**config.mk**
```make
export PLATFORM = sky130hd
export DESIGN_NAME = microcode_sequencer
export DESIGN_NICKNAME = d
export VERILOG_FILES = /design/src/rtl/microcode_sequencer.sv
export SDC_FILE = /design/constraint.sdc
export NUM_CORES = 1
export LEC_CHECK = 0
export ABC_AREA = 0
export BUFFER_PORTS_ARGS = -buffer_cell sky130_fd_sc_hd__buf_2
export CAP_MARGIN = 10
export CORE_UTILIZATION = 35
export CTS_CLUSTER_SIZE = 14
export DETAILED_ROUTE_END_ITERATION = 7
export PLACE_DENSITY = 0.75
export SYNTH_ARGS = -nofsm -noshare
export SYNTH_HDL_FRONTEND = slang
export SYNTH_SLANG_ARGS = --single-unit
```
**constraint.sdc**
```tcl
create_clock -name clk -period 1.8 [get_ports clk]
set_input_delay 0.27 -clock clk [delete_from_list [all_inputs] [get_ports clk]]
set_output_delay 0.27 -clock clk [all_outputs]
set_load 0.05 [all_outputs]
```
**src/rtl/microcode_sequencer.sv**
```systemverilog
// microcode_sequencer
//   Control sequencer for the SAP-1.5 bus datapath. A step counter walks each
//   instruction through fetch (T0, T1) and one to three execute steps (T2-T4);
//   the control word is decoded combinationally from the step, the IR opcode
//   nibble and, for conditional jumps, the registered flags. HLT latches a
//   halted state that only reset clears.
//
// Ports
//   clk           in   system clock, rising-edge
//   reset         in   synchronous, active-high
//   opcode        in   IR[7:4], meaningful from T2 onward
//   flag_zero     in   registered Z flag
//   flag_carry    in   registered C flag
//   control_word  out  16 datapath enables (bit map in the localparams below)
//   step          out  current microstep, 0..4
//   halted        out  high once HLT has executed
module microcode_sequencer #(
   parameter int OPCODE_W = 4,
   parameter int STEP_W   = 3
) (
   input  logic                clk,
   input  logic                reset,
   input  logic [OPCODE_W-1:0] opcode,
   input  logic                flag_zero,
   input  logic                flag_carry,
   output logic [15:0]         control_word,
   output logic [STEP_W-1:0]   step,
   output logic                halted
);

   // Control word bits
   localparam logic [15:0] PC_INC     = 16'h0001;
   localparam logic [15:0] PC_LOAD    = 16'h0002;
   localparam logic [15:0] PC_OE      = 16'h0004;
   localparam logic [15:0] MAR_LOAD   = 16'h0008;
   localparam logic [15:0] RAM_WE     = 16'h0010;
   localparam logic [15:0] RAM_OE     = 16'h0020;
   localparam logic [15:0] IR_LOAD    = 16'h0040;
   localparam logic [15:0] IR_OE      = 16'h0080;
   localparam logic [15:0] A_LOAD     = 16'h0100;
   localparam logic [15:0] A_OE       = 16'h0200;
   localparam logic [15:0] ALU_OE     = 16'h0400;
   localparam logic [15:0] ALU_SUB    = 16'h0800;
   localparam logic [15:0] B_LOAD     = 16'h1000;
   localparam logic [15:0] OUT_LOAD   = 16'h2000;
   localparam logic [15:0] FLAGS_LOAD = 16'h4000;
   localparam logic [15:0] HALT       = 16'h8000;

   // Microsteps
   localparam logic [STEP_W-1:0] T0 = STEP_W'(0);
   localparam logic [STEP_W-1:0] T1 = STEP_W'(1);
   localparam logic [STEP_W-1:0] T2 = STEP_W'(2);
   localparam logic [STEP_W-1:0] T3 = STEP_W'(3);
   localparam logic [STEP_W-1:0] T4 = STEP_W'(4);

   // Opcodes
   localparam logic [OPCODE_W-1:0] OP_LDA = OPCODE_W'(1);
   localparam logic [OPCODE_W-1:0] OP_ADD = OPCODE_W'(2);
   localparam logic [OPCODE_W-1:0] OP_SUB = OPCODE_W'(3);
   localparam logic [OPCODE_W-1:0] OP_STA = OPCODE_W'(4);
   localparam logic [OPCODE_W-1:0] OP_LDI = OPCODE_W'(5);
   localparam logic [OPCODE_W-1:0] OP_JMP = OPCODE_W'(6);
   localparam logic [OPCODE_W-1:0] OP_JZ  = OPCODE_W'(7);
   localparam logic [OPCODE_W-1:0] OP_JC  = OPCODE_W'(8);
   localparam logic [OPCODE_W-1:0] OP_OUT = OPCODE_W'(14);
   localparam logic [OPCODE_W-1:0] OP_HLT = OPCODE_W'(15);

   logic [STEP_W-1:0] step_q, step_d;
   logic              halted_q, halted_d;
   logic [15:0]       cw_dec;
   logic              is_last;
   logic              hlt_now;

   always_comb begin
      cw_dec  = 16'h0000;
      is_last = 1'b0;
      hlt_now = 1'b0;
      if (step_q == T0) begin
         cw_dec = PC_OE | MAR_LOAD;
      end else if (step_q == T1) begin
         cw_dec = RAM_OE | IR_LOAD | PC_INC;
      end else begin
         // Any execute step ends the instruction unless a longer opcode
         // clears this below; keeps stray steps from running past T4.
         is_last = 1'b1;
         case (opcode)
            OP_LDA, OP_STA: begin
               if (step_q == T2) begin
                  cw_dec  = IR_OE | MAR_LOAD;
                  is_last = 1'b0;
               end else if (step_q == T3) begin
                  cw_dec = (opcode == OP_LDA) ? (RAM_OE | A_LOAD) : (A_OE | RAM_WE);
               end
            end
            OP_ADD, OP_SUB: begin
               if (step_q == T2) begin
                  cw_dec  = IR_OE | MAR_LOAD;
                  is_last = 1'b0;
               end else if (step_q == T3) begin
                  cw_dec  = RAM_OE | B_LOAD;
                  is_last = 1'b0;
               end else if (step_q == T4) begin
                  cw_dec = ALU_OE | A_LOAD | FLAGS_LOAD;
               end
               if (opcode == OP_SUB && (step_q == T3 || step_q == T4)) begin
                  cw_dec = cw_dec | ALU_SUB;
               end
            end
            OP_LDI:  if (step_q == T2) cw_dec = IR_OE | A_LOAD;
            OP_JMP:  if (step_q == T2) cw_dec = IR_OE | PC_LOAD;
            // Flags only matter here, in T2 of a conditional jump.
            OP_JZ:   if (step_q == T2 && flag_zero)  cw_dec = IR_OE | PC_LOAD;
            OP_JC:   if (step_q == T2 && flag_carry) cw_dec = IR_OE | PC_LOAD;
            OP_OUT:  if (step_q == T2) cw_dec = A_OE | OUT_LOAD;
            OP_HLT: begin
               if (step_q == T2) begin
                  cw_dec  = HALT;
                  hlt_now = 1'b1;
               end
            end
            default: cw_dec = 16'h0000;
         endcase
      end
   end

   always_comb begin
      step_d   = step_q + STEP_W'(1);
      halted_d = halted_q;
      if (halted_q) begin
         step_d = step_q;
      end else if (hlt_now) begin
         // Freeze on T2 so the halted state shows the step HLT stopped in.
         step_d   = step_q;
         halted_d = 1'b1;
      end else if (is_last) begin
         step_d = T0;
      end
   end

   always_comb begin
      control_word = cw_dec;
      if (halted_q) control_word = HALT;
      if (reset)    control_word = 16'h0000;
   end

   always_ff @(posedge clk) begin
      if (reset) begin
         step_q   <= T0;
         halted_q <= 1'b0;
      end else begin
         step_q   <= step_d;
         halted_q <= halted_d;
      end
   end

   assign step   = step_q;
   assign halted = halted_q;

endmodule

```
* Word-level counts from Yosys, hierarchy flattened
Cells that the tools add are included.
** Word-level totals
- Word-level logic and storage cells :: 58
- Output and inout port bits :: 20
- Flip-flop bits (word level) :: 4
- Bits of input ports :: 8
** Operators by class
- Bitwise operators :: 2
- Add/subtract/negate cells :: 1
- Equal/unequal tests :: 14
- Reductions and logical operators :: 8
- Mux-type cells :: 31
** Operators by type and width (number)
- $pmux 16 s8 :: 1
- $mux 16 :: 5
- $mux 15 :: 3
- $mux 10 :: 3
- $mux 8 :: 3
- $eq 4x3->1 const B :: 4
- $mux 14 :: 1
- $eq 4x4->1 const B :: 3
- $mux 12 :: 1
- $mux 1 :: 11
- $mux 9 :: 1
- $eq 4x2->1 const B :: 2
- $eq 3x2->1 const B :: 2
- $eq 4x1->1 const B :: 1
- $reduce_or 2->1 :: 2
- $add 3x1->3 const B :: 1
- $eq 3x1->1 const B :: 1
- $eq 3x3->1 const B :: 1
- $logic_and 1x1->1 :: 3
- $logic_not 3->1 :: 1
- $mux 3 :: 1
- $not 1->1 :: 2
- $pmux 1 s2 :: 1
- $reduce_and 2->1 :: 1
- $logic_or 1x1->1 :: 1

* Logic depth before layout (Yosys ltp)
Gate-level depths: netlist of the first run.
- Depth after elaboration :: 10
- Mapped depth :: 7
- Depth with buffers taken out :: 6

* Least setup slack after synthesis of the first run
Ideal clock, no wire load.
- Path kind :: reg-to-output
- Start point :: reg step_q[0], in the netlist step[0]
- End point :: out control_word[9]
- Path slack :: -1.444 ns
- Arrival :: 2.974 ns
- Required time :: 1.530 ns
- Path buffers :: 0
- Cell stages (with the launch flop) :: 7
- Cell sequence :: dfxtp_1 > inv_1 > ha_1 > nand2b_1 > nand2_1 > nor3_1 > or2_1
** Between the ends
- Cells in the longest elaborated chain, start to end :: 9
- Elaborated cells on any way between the ends :: 15
- Those cells by class :: eq/ne (3); mux (11); reduce/logical (1)
** Ends and longest elaborated chain
- start, declared :: line 68 : logic [STEP_W-1:0] step_q, step_d;
- start signal, assigned :: line 151 : step_q <= step_d;
- $eq 3x2->1 :: line 91, 99
- $mux 15 :: line 99 : end else if (step_q == T3) begin
- $mux 15 :: line 96 : if (step_q == T2) begin
- $mux 12 :: line 105 : if (opcode == OP_SUB && (step_q == T3 || step_q == T4)) begin
- $pmux 16 s8 :: line 86 : case (opcode)
- $mux 16 :: line 80 : end else if (step_q == T1) begin
- $mux 16 (*) :: line 78 : if (step_q == T0) begin
- $mux 16 (*) :: line 142 : if (halted_q) control_word = HALT;
- $mux 16 (*) :: line 143 : if (reset) control_word = 16'h0000;
- end, declared :: line 26 : output logic [15:0] control_word,
Mark *: on every way between the ends. The rest lies on a longest branch, timed or not.

* Worst setup path after layout of the first run
- Start point :: reg step_q[0], in the netlist step[0]
- End point :: out control_word[8]
** Between the ends
- Cells in the longest elaborated chain, start to end :: 10
- Elaborated cells on any way between the ends :: 17
- Those cells by class :: eq/ne (4); mux (12); reduce/logical (1)
** Ends and longest elaborated chain
- $eq 3x3->1 :: line 102 : end else if (step_q == T4) begin
- $mux 15 :: line 102
- $mux 15 :: line 99
- $mux 15 :: line 96
- $mux 12 :: line 105
- $pmux 16 s8 :: line 86
- $mux 16 :: line 80
- $mux 16 (*) :: line 78
- $mux 16 (*) :: line 142
- $mux 16 (*) :: line 143
Marked as above.

==> results of run 1 <==
## cell usage after synthesis (3+ instances only)
cell type	instances	area [µm²]
nor2_1	11	41.29
inv_1	5	18.77
nor3_1	3	15.01
dfxtp_1	4	80.08
a21oi_1	3	15.01
ha_1	6	75.07
buf_4	6	45.04
o21ai_0	3	15.01
nand2b_1	3	18.77
nand2_1	6	22.52
## cell families after synthesis
family	after synthesis	synth area share [%]
AO/OA/AOI/OAI	17	18.86
flip-flops	4	12.57
adder cells (fa/ha/maj)	6	11.79
buffers and inverters	11	10.02
AND/OR/NAND/NOR	48	44.40
multiplexers	1	2.357
## worst register-to-register path, delay by kind of cell (launching register included)
family	cells	cell delay [ns]
compound gates	2	0.57
simple gates	2	0.27
fa+ha+maj	2	0.32
flops	1	0.37
buf+inv	1	0.11
## registers in the layout (all words and copies together) (netlist names)
| name | flops |
|---|---|
| halted | 1 |
| step | 3 |
## cell usage in the layout (no fill, tap or decap), types with 3 or more instances in the layout
master / Yosys / final
buf_4: 6 / 25
nor2_1: 11 / 9
nand2_1: 6 / 5
nor2_4: 0 / 3
buf_8: 0 / 10
buf_6: 0 / 10
o21ai_0: 3 / 3
buf_2: 0 / 11
ha_4: 0 / 4
clkbuf_4: 0 / 3
inv_1: 5 / 3
## final cells by class
type | count | area [µm²] | area share (%)
Multi-Input combinational cell | 72 | 733.2 | 52.04
Timing Repair Buffer | 56 | 505.5 | 35.88
Sequential cell | 4 | 88.84 | 6.306
Tap cell | 25 | 31.28 | 2.220
Clock buffer | 4 | 26.28 | 1.865
Inverter | 5 | 23.77 | 1.687
## per-layer routing
metal	GRT usage (%)	part of all wire, %	up-vias
li1	-	-	419
met1	28.47	42	419
met2	47.35	55	23
met3	2.449	2.0	2
met4	9.091	0.51	0
met5	0	0	-
## through the flow
step | cell area [µm²] | std cells | utilization [%] | setup slack, ns
floorplan | 757.0 | 87 | - | -0.5495
global placement | 1074 | 159 | 62.86 | -0.1493
detailed placement | 1074 | 159 | 62.86 | -0.1753
CTS | 1294 | 165 | 75.75 | -0.3137
global route | 1409 | 166 | 82.49 | -0.3691
finish | 1409 | 166 | 82.49 | -0.3197
## timing repair
action | 4_1_cts | 5_1_grt
hold buffers | 0 | 0
hold endpoints to repair | 0 | 0
buffers inserted | 2 | 1
pin swaps | 10 | 11
resized for setup | 52 | 19
endpoints found under the setup margin | 17 | 19
## path summary, 6_finish.rpt
check,from,to,slack [ns],depth (start not counted)
worst max-delay path,step[0],control_word[8],-0.32,7
worst max register to register,step[0],step[1],0.03,7
worst min-delay path,reset,halted,0.26,2
worst min register to register,halted,halted,0.59,2
## report_power, final
part	leakage [nW]	internal, mW	total (mW)	switching [mW]
registers	0.0344	0.131	0.191	0.0598
logic	0.555	0.601	1.34	0.738
clock network	0.0150	0.0838	0.130	0.0463
total	0.605	0.816	1.66	0.844
==> results.sh, run 1 <==
export IMPL_status="complete, but fails checks"
export IMPL_violations="setup timing"
export IMPL_synth_flop_cell="dfxtp_1"
export IMPL_final_layout_size_suffix_gt1_share_pct=71.63
export IMPL_fmax_ghz=0.4718
export IMPL_setup_viol=15
export IMPL_vdd_drop_max_mv=1.206
export IMPL_cp_arrival_ns=1.85
export IMPL_min_period_ns=2.120
export IMPL_path_buf_inv=2
export IMPL_drt_wl_total_um=2350
export IMPL_crit_type="flop to output pin"
export IMPL_cp_end_kind="output pin"
export IMPL_drt_iter0_drc=9
export IMPL_worst_pin_slew_ns=0.4079
export IMPL_rsz0062_at_grt="true"
export IMPL_cts_buffers=3
export IMPL_viasPerCell=5.199
export IMPL_synth_fp_nets=101
export IMPL_slew_viol_final=0
export IMPL_yosysSeqAreaShare_pct=12.57
export IMPL_crit_chain="inv_4 > ha_4 > or2b_4 > mux2_4 > and3_4 > o21a_4 > buf_8"
export IMPL_core_region_area_mm2=0.001708
export IMPL_slew_headroom_pct=72.75
export IMPL_crit_slowest_cell="dfxtp_4"
export IMPL_synth_cell_types=38
export IMPL_clock_path_buffers=2
export IMPL_ios=28
export IMPL_num_vias=863
export IMPL_cap_violations=0
export IMPL_dpl_hpwl_um=1652
export IMPL_die_w_um=44.66
export IMPL_fin_tns_setup_ns=-3.206
export IMPL_grt_usage_pct=25.00
export IMPL_total_power_mw=1.659
export IMPL_p_per_area_mw_per_mm2=1178
export IMPL_leakage_nw=0.6048
export IMPL_wire_per_inst_um=14.16
export IMPL_syn_inst=87
export IMPL_grt_pass1_wl_um=3615
export IMPL_fillers=113
export IMPL_grt_pass1_vias=839
export IMPL_die_area_mm2=0.001994
export IMPL_placementRows=15
export IMPL_clkLatencyLatePin_ns=0.25
export IMPL_cts_sinks=4
export IMPL_start_kind="flop"
export IMPL_worst_path_max_fanout=4
export IMPL_cts_tree="yes"
export IMPL_slowest_delay_ns=0.37
export IMPL_cpLargestDelayFamily="simple AND/OR/NAND/NOR gates"
export IMPL_synth_seq_cells=4
export IMPL_setup_ws_ns=-0.3197
export IMPL_grt_max_degree=9
export IMPL_whs_ns=0.2573
export IMPL_clock_root_buffer="clkbuf_4"
export IMPL_synth_edf_count=0
export IMPL_num_antenna_cells=0
export IMPL_timing_final_crit_share_pct=117.8
export IMPL_dr_pass1_iters=4
export IMPL_antenna_found_initial=0
export IMPL_htreeDepth=1
export IMPL_drc=0
export IMPL_cp_required_ns=1.53
export IMPL_die_h_um=44.66
export IMPL_gp_congestion=0.8302
export IMPL_syn2layout_area_growth_pct=121.2
export IMPL_yosysWarnings=0
export IMPL_initial_utilization_pct=37.29
export IMPL_hp_class="primary input to flop"
export IMPL_skew_ns=0.003538
export IMPL_postRouteAntennaNets=0
export IMPL_async_reset_ff_share_pct=0
export IMPL_fin_nets=156
export IMPL_port_buffers=27
export IMPL_avgSynthCellArea_um2=7.320
export IMPL_overflow=0
export IMPL_syn_area_um2=636.9
export IMPL_finalHoldViolCount=0
export IMPL_path_clk_slew_ns=0.04
(Power assumes the default switching activity.)
==> inputs of run 2 (changes only) <==
--- a/config.mk
+++ b/config.mk
@@ -8,10 +8,12 @@
 export ABC_AREA = 0
 export BUFFER_PORTS_ARGS = -buffer_cell sky130_fd_sc_hd__buf_2
 export CAP_MARGIN = 10
-export CORE_UTILIZATION = 35
+export CELL_PAD_IN_SITES_DETAIL_PLACEMENT = 0
+export CELL_PAD_IN_SITES_GLOBAL_PLACEMENT = 2
+export CORE_UTILIZATION = 21
 export CTS_CLUSTER_SIZE = 14
 export DETAILED_ROUTE_END_ITERATION = 7
-export PLACE_DENSITY = 0.75
+export PLACE_DENSITY = 0.83
 export SYNTH_ARGS = -nofsm -noshare
 export SYNTH_HDL_FRONTEND = slang
 export SYNTH_SLANG_ARGS = --single-unit
==> run 2 against run 1 <==
  * The flow finishes with violations (DRC, setup timing)
  * Clock skew decreased by 0.0022 ns
  * Hold slack improved by 0.065 ns
  * Sequential share of layout area barely moved
  * Die area grew 63%
  * Utilization down 32 points
  * Clock power barely moved
  * Fmax up 1.2%
  * Total power shrank 2.1%
  * Worst setup slack improved by 0.025 ns
  * Critical path depth stayed put
  * Sequential cell count did not move
  * Sequential power decreased by 3%
==> results.sh, run 2 (synthesis results as in run 1) <==
export IMPL_initial_utilization_pct=22.70
export IMPL_violations="DRC, setup timing"
export IMPL_worst_pin_slew_ns=0.3316
export IMPL_core_region_area_mm2=0.002805
export IMPL_placementRows=19
export IMPL_p_per_area_mw_per_mm2=1145
export IMPL_die_w_um=57.07
export IMPL_pre_cts_slack_ns=-0.1801
export IMPL_num_vias=841
export IMPL_fin_tns_setup_ns=-2.554
export IMPL_slew_headroom_pct=77.69
export IMPL_worst_path_max_fanout=3
export IMPL_final_common_cell="buf_4"
export IMPL_clock_path_buffers=2
export IMPL_overflow=0
export IMPL_min_period_ns=2.094
export IMPL_setup_viol=15
export IMPL_cts_tree="yes"
export IMPL_dr_pass1_iters=8
export IMPL_cp_arrival_ns=1.82
export IMPL_clock_root_buffer="clkbuf_4"
export IMPL_ios=28
export IMPL_cp_end_kind="output pin"
export IMPL_grt_pass1_vias=835
export IMPL_wire_per_inst_um=11.84
export IMPL_cts_buffers=3
export IMPL_finalHoldViolCount=0
export IMPL_largest_reg_flops=3
export IMPL_dpl_hpwl_um=1660
export IMPL_path_clk_slew_ns=0.04
export IMPL_most_common_layout_cells="30 x buf_4, 12 x buf_6, 11 x buf_2"
export IMPL_cp_required_ns=1.53
export IMPL_grt_usage_pct=13.65
export IMPL_grt_max_degree=10
export IMPL_viasPerCell=4.778
export IMPL_num_antenna_cells=0
export IMPL_vdd_drop_max_mv=0.9834
export IMPL_crit_type="flop to output pin"
export IMPL_final_layout_size_suffix_gt1_share_pct=71.03
export IMPL_place_area_mm2=0.001104
export IMPL_timing_final_crit_share_pct=116.4
export IMPL_htreeDepth=1
export IMPL_grt_pass1_wl_um=3567
export IMPL_final_cell_area_mm2=0.001419
export IMPL_postRouteAntennaNets=0
export IMPL_syn2layout_area_growth_pct=122.8
export IMPL_port_buffers=27
export IMPL_rsz0062_at_grt="true"
export IMPL_start_kind="flop"
export IMPL_cts_sinks=4
export IMPL_status="complete, but fails checks"
export IMPL_drc=4
export IMPL_die_area_mm2=0.003257
export IMPL_gp_congestion=0.7733
export IMPL_cap_violations=0
export IMPL_skew_ns=0.001360
export IMPL_hp_class="primary input to flop"
export IMPL_slew_viol_final=0
export IMPL_whs_ns=0.3226
export IMPL_antenna_found_initial=0
export IMPL_clkLatencyLatePin_ns=0.25
export IMPL_leakage_nw=0.6140
export IMPL_drt_wl_total_um=2084
export IMPL_fin_util_pct=50.58
export IMPL_die_h_um=57.07
export IMPL_setup_ws_ns=-0.2944
export IMPL_drt_iter0_drc=23
export IMPL_fmax_ghz=0.4775
export IMPL_fin_nets=160
export IMPL_cts_hold_buffers=0
## run 2: layout make-up
| cell class | instances | area, µm² |
|---|---|---|
| sequential | 4 | 88.84 |
| timing repair buffer | 60 | 520.5 |
| clock buffer | 4 | 26.28 |
| inverter | 5 | 23.77 |
| fill | 259 | 1386 |
| tap | 31 | 38.79 |
| multi-input combinational | 72 | 720.7 |
## run 2: final timing paths
path	from	endpoint	slack (ns)	depth (start not counted)
setup / recovery	step[0]	control_word[8]	-0.29	7
hold / removal	reset	halted	0.32	3
setup reg to reg	step[1]	step[1]	0.06	7
hold reg to reg	step[2]	step[2]	0.62	2
## run 2: power breakdown
part | switching [mW] | internal, mW
sequential | 0.0543 | 0.131
combinational | 0.714 | 0.595
clock | 0.0459 | 0.0838
total | 0.814 | 0.810
## run 2: through the flow
| step | power, mW | std cells |
|---|---|---|
| floorplan | 0.8416 | 87 |
| global placement | 1.204 | 168 |
| detailed placement | 1.213 | 168 |
| CTS | 1.529 | 176 |
| global route | 1.737 | 176 |
| finish | 1.624 | 176 |
## run 2: routing by layer
layer  track usage [%]  vias to the layer above  share of wire [%]
li1                  -                      428                  -
met1             15.88                      387                 42
met2             25.55                       23                 53
met3            0.6803                        3                3.6
met4             6.272                        0                1.4
met5                 0                        -                  0
## run 2: what timing repair did
| item | CTS | global route |
|---|---|---|
| setup endpoints to repair | 18 | 17 |
| endpoints found under the hold margin | 0 | 0 |
| setup buffers | 4 | 0 |
| pin swaps | 10 | 8 |
| resized for setup | 49 | 16 |
## run 2: worst max-delay path, cell delays in order (launching register included)
cell and delay, ns:
dfxtp_4 0.36, inv_4 0.07, ha_4 0.11, or2b_4 0.27
mux2_4 0.30, and3_4 0.15, o21a_4 0.19, buf_8 0.14
==> inputs of run 3 (changes only) <==
--- a/config.mk
+++ b/config.mk
@@ -10,6 +10,7 @@
 export CAP_MARGIN = 10
 export CELL_PAD_IN_SITES_DETAIL_PLACEMENT = 0
 export CELL_PAD_IN_SITES_GLOBAL_PLACEMENT = 2
+export CORE_MARGIN = 8
 export CORE_UTILIZATION = 21
 export CTS_CLUSTER_SIZE = 14
 export DETAILED_ROUTE_END_ITERATION = 7
==> constraint.sdc (replaced) <==
create_clock -name clk -period 1.8 [get_ports clk]
set_input_delay 0.18 -clock clk [delete_from_list [all_inputs] [get_ports clk]]
set_output_delay 0.18 -clock clk [all_outputs]
set_load 0.05 [all_outputs]
==> run 3 against run 2 <==
  * The flow finishes with violations (setup timing)
  * Combinational power is 9% higher
  * Clock power fell by 15%
  * Final area decreased by 0.79%
  * First-iteration DRC count is 17% lower
  * Largest power group unchanged
  * Critical path type unchanged
  * Largest cell class unchanged
  * Non-clock buffer count fell by 6
==> results.sh, run 3 (synthesis results as in run 1) <==
export IMPL_status="complete, but fails checks"
export IMPL_violations="setup timing"
export IMPL_rr_worst_depth=7
export IMPL_htreeDepth=1
export IMPL_slew_headroom_pct=75.43
export IMPL_most_common_layout_cells="22 x buf_4, 13 x buf_6, 11 x buf_2"
export IMPL_hp_class="primary input to flop"
export IMPL_cp_end_kind="output pin"
export IMPL_crit_type="flop to output pin"
export IMPL_drt_wl_total_um=2361
export IMPL_die_w_um=71.07
export IMPL_drt_iter0_drc=19
export IMPL_slowest_delay_ns=0.36
export IMPL_worst_pin_slew_ns=0.3652
export IMPL_setup_viol=11
export IMPL_leakage_nw=0.5967
export IMPL_cts_sinks=4
export IMPL_vdd_drop_max_mv=0.7836
export IMPL_setup_ws_ns=-0.2145
export IMPL_path_clk_slew_ns=0.04
export IMPL_r2r_slack_ns=0
export IMPL_dpl_hpwl_um=1818
export IMPL_rr_startpoint="step[1]"
export IMPL_placementRows=20
export IMPL_fin_nets=154
export IMPL_drc=0
export IMPL_crit_chain="inv_4 > ha_4 > or2b_4 > mux2_4 > and3_4 > o21a_4 > buf_8"
export IMPL_cpLargestDelayFamily="simple AND/OR/NAND/NOR gates"
export IMPL_cap_violations=0
export IMPL_dr_pass1_iters=4
export IMPL_hold_start="reset"
export IMPL_fin_util_pct=47.27
export IMPL_min_period_ns=2.015
export IMPL_clkLatencyLatePin_ns=0.24
export IMPL_holdPathStages=2
export IMPL_holdPathEnd="halted"
export IMPL_ios=28
export IMPL_rr_endpoint="step[1]"
export IMPL_initial_utilization_pct=21.39
export IMPL_overflow=0
export IMPL_port_buffers=27
export IMPL_final_common_cell="buf_4"
export IMPL_core_region_area_mm2=0.002978
export IMPL_finalHoldViolCount=0
export IMPL_antenna_found_initial=0
export IMPL_cts_tree="yes"
export IMPL_cts_buffers=3
export IMPL_crit_slowest_cell="dfxtp_4"
export IMPL_clock_path_buffers=2
export IMPL_syn2layout_area_growth_pct=121.0
export IMPL_num_vias=836
export IMPL_wire_per_inst_um=13.81
export IMPL_whs_ns=0.1760
export IMPL_timing_final_crit_share_pct=111.9
export IMPL_postRouteAntennaNets=0
export IMPL_die_h_um=71.07
export IMPL_worst_path_max_fanout=3
export IMPL_grt_max_degree=15
export IMPL_grt_pass1_wl_um=3891
export IMPL_largest_reg_flops=3
export IMPL_start_kind="flop"
export IMPL_final_layout_size_suffix_gt1_share_pct=71.74
export IMPL_grt_usage_pct=9.223
export IMPL_slew_viol_final=0
export IMPL_clock_root_buffer="clkbuf_4"
export IMPL_p_per_area_mw_per_mm2=1228
export IMPL_rsz0062_at_grt="true"
export IMPL_path_buf_inv=2
export IMPL_cp_required_ns=1.62
export IMPL_num_antenna_cells=0
export IMPL_fmax_ghz=0.4964
export IMPL_die_area_mm2=0.005051
export IMPL_viasPerCell=4.889
export IMPL_grt_pass1_vias=879
export IMPL_fillers=294
export IMPL_gp_congestion=0.8029
export IMPL_skew_ns=0.005959
export IMPL_cp_arrival_ns=1.83
[run 3: per-stage QoR]
step / setup TNS, ns / area (µm²) / power (mW) / instances / worst slack (ns)
floorplan: -2.548 / 757.0 / 0.8416 / 87 / -0.4595
global placement: -0.1803 / 1046 / 1.190 / 162 / -0.06969
detailed placement: -0.2736 / 1046 / 1.205 / 162 / -0.09432
CTS: -1.735 / 1321 / 1.627 / 171 / -0.2001
global route: -1.788 / 1408 / 1.840 / 171 / -0.2554
finish: -0.8802 / 1408 / 1.729 / 171 / -0.2145
[run 3: worst max-delay path by stage]
stage | from | end | slack (ns) | cells after the start
6_report | step[0] | control_word[8] | -0.21 | 7
5_1_grt | step[0] | control_word[8] | -0.26 | 7
4_1_cts | step[0] | control_word[8] | -0.20 | 7
3_5_place_dp | step[0] | step[1] | -0.09 | 7
3_3_place_gp | step[0] | control_word[8] | -0.07 | 7
2_1_floorplan | step[1] | control_word[9] | -0.46 | 5
[run 3: final cells by class]
cell class                 instances  area [µm²]  share of cell area (%)
clock buffer                       3       22.52                   1.600
tap                               33       41.29                   2.933
inverter                           5       23.77                   1.689
sequential                         4       88.84                   6.311
timing repair buffer              54       491.7                   34.93
multi-input combinational         72       739.5                   52.53
[run 3: report_power, final]
part           total, mW  switching (mW)  internal (mW)  leakage, nW
registers          0.192          0.0607          0.131       0.0344
logic               1.43           0.751          0.675        0.548
clock network      0.110          0.0359         0.0745       0.0138
[run 3: metal layers]
metal	global-route usage (%)	vias up	part of all wire [%]
met5	0	-	0
met4	3.464	0	0.85
met3	1.695	4	3.0
met2	16.89	18	54
met1	10.20	396	42
li1	-	418	-
[run 3: what timing repair did]
item                                    in CTS  in global routing
hold buffers                                 0                  0
gates resized for setup                     52                 17
endpoints found under the hold margin        0                  0
cloned                                       0                  0
endpoints found under the setup margin      16                 17
pin swaps                                   13                  7
buffers inserted                             6                  1
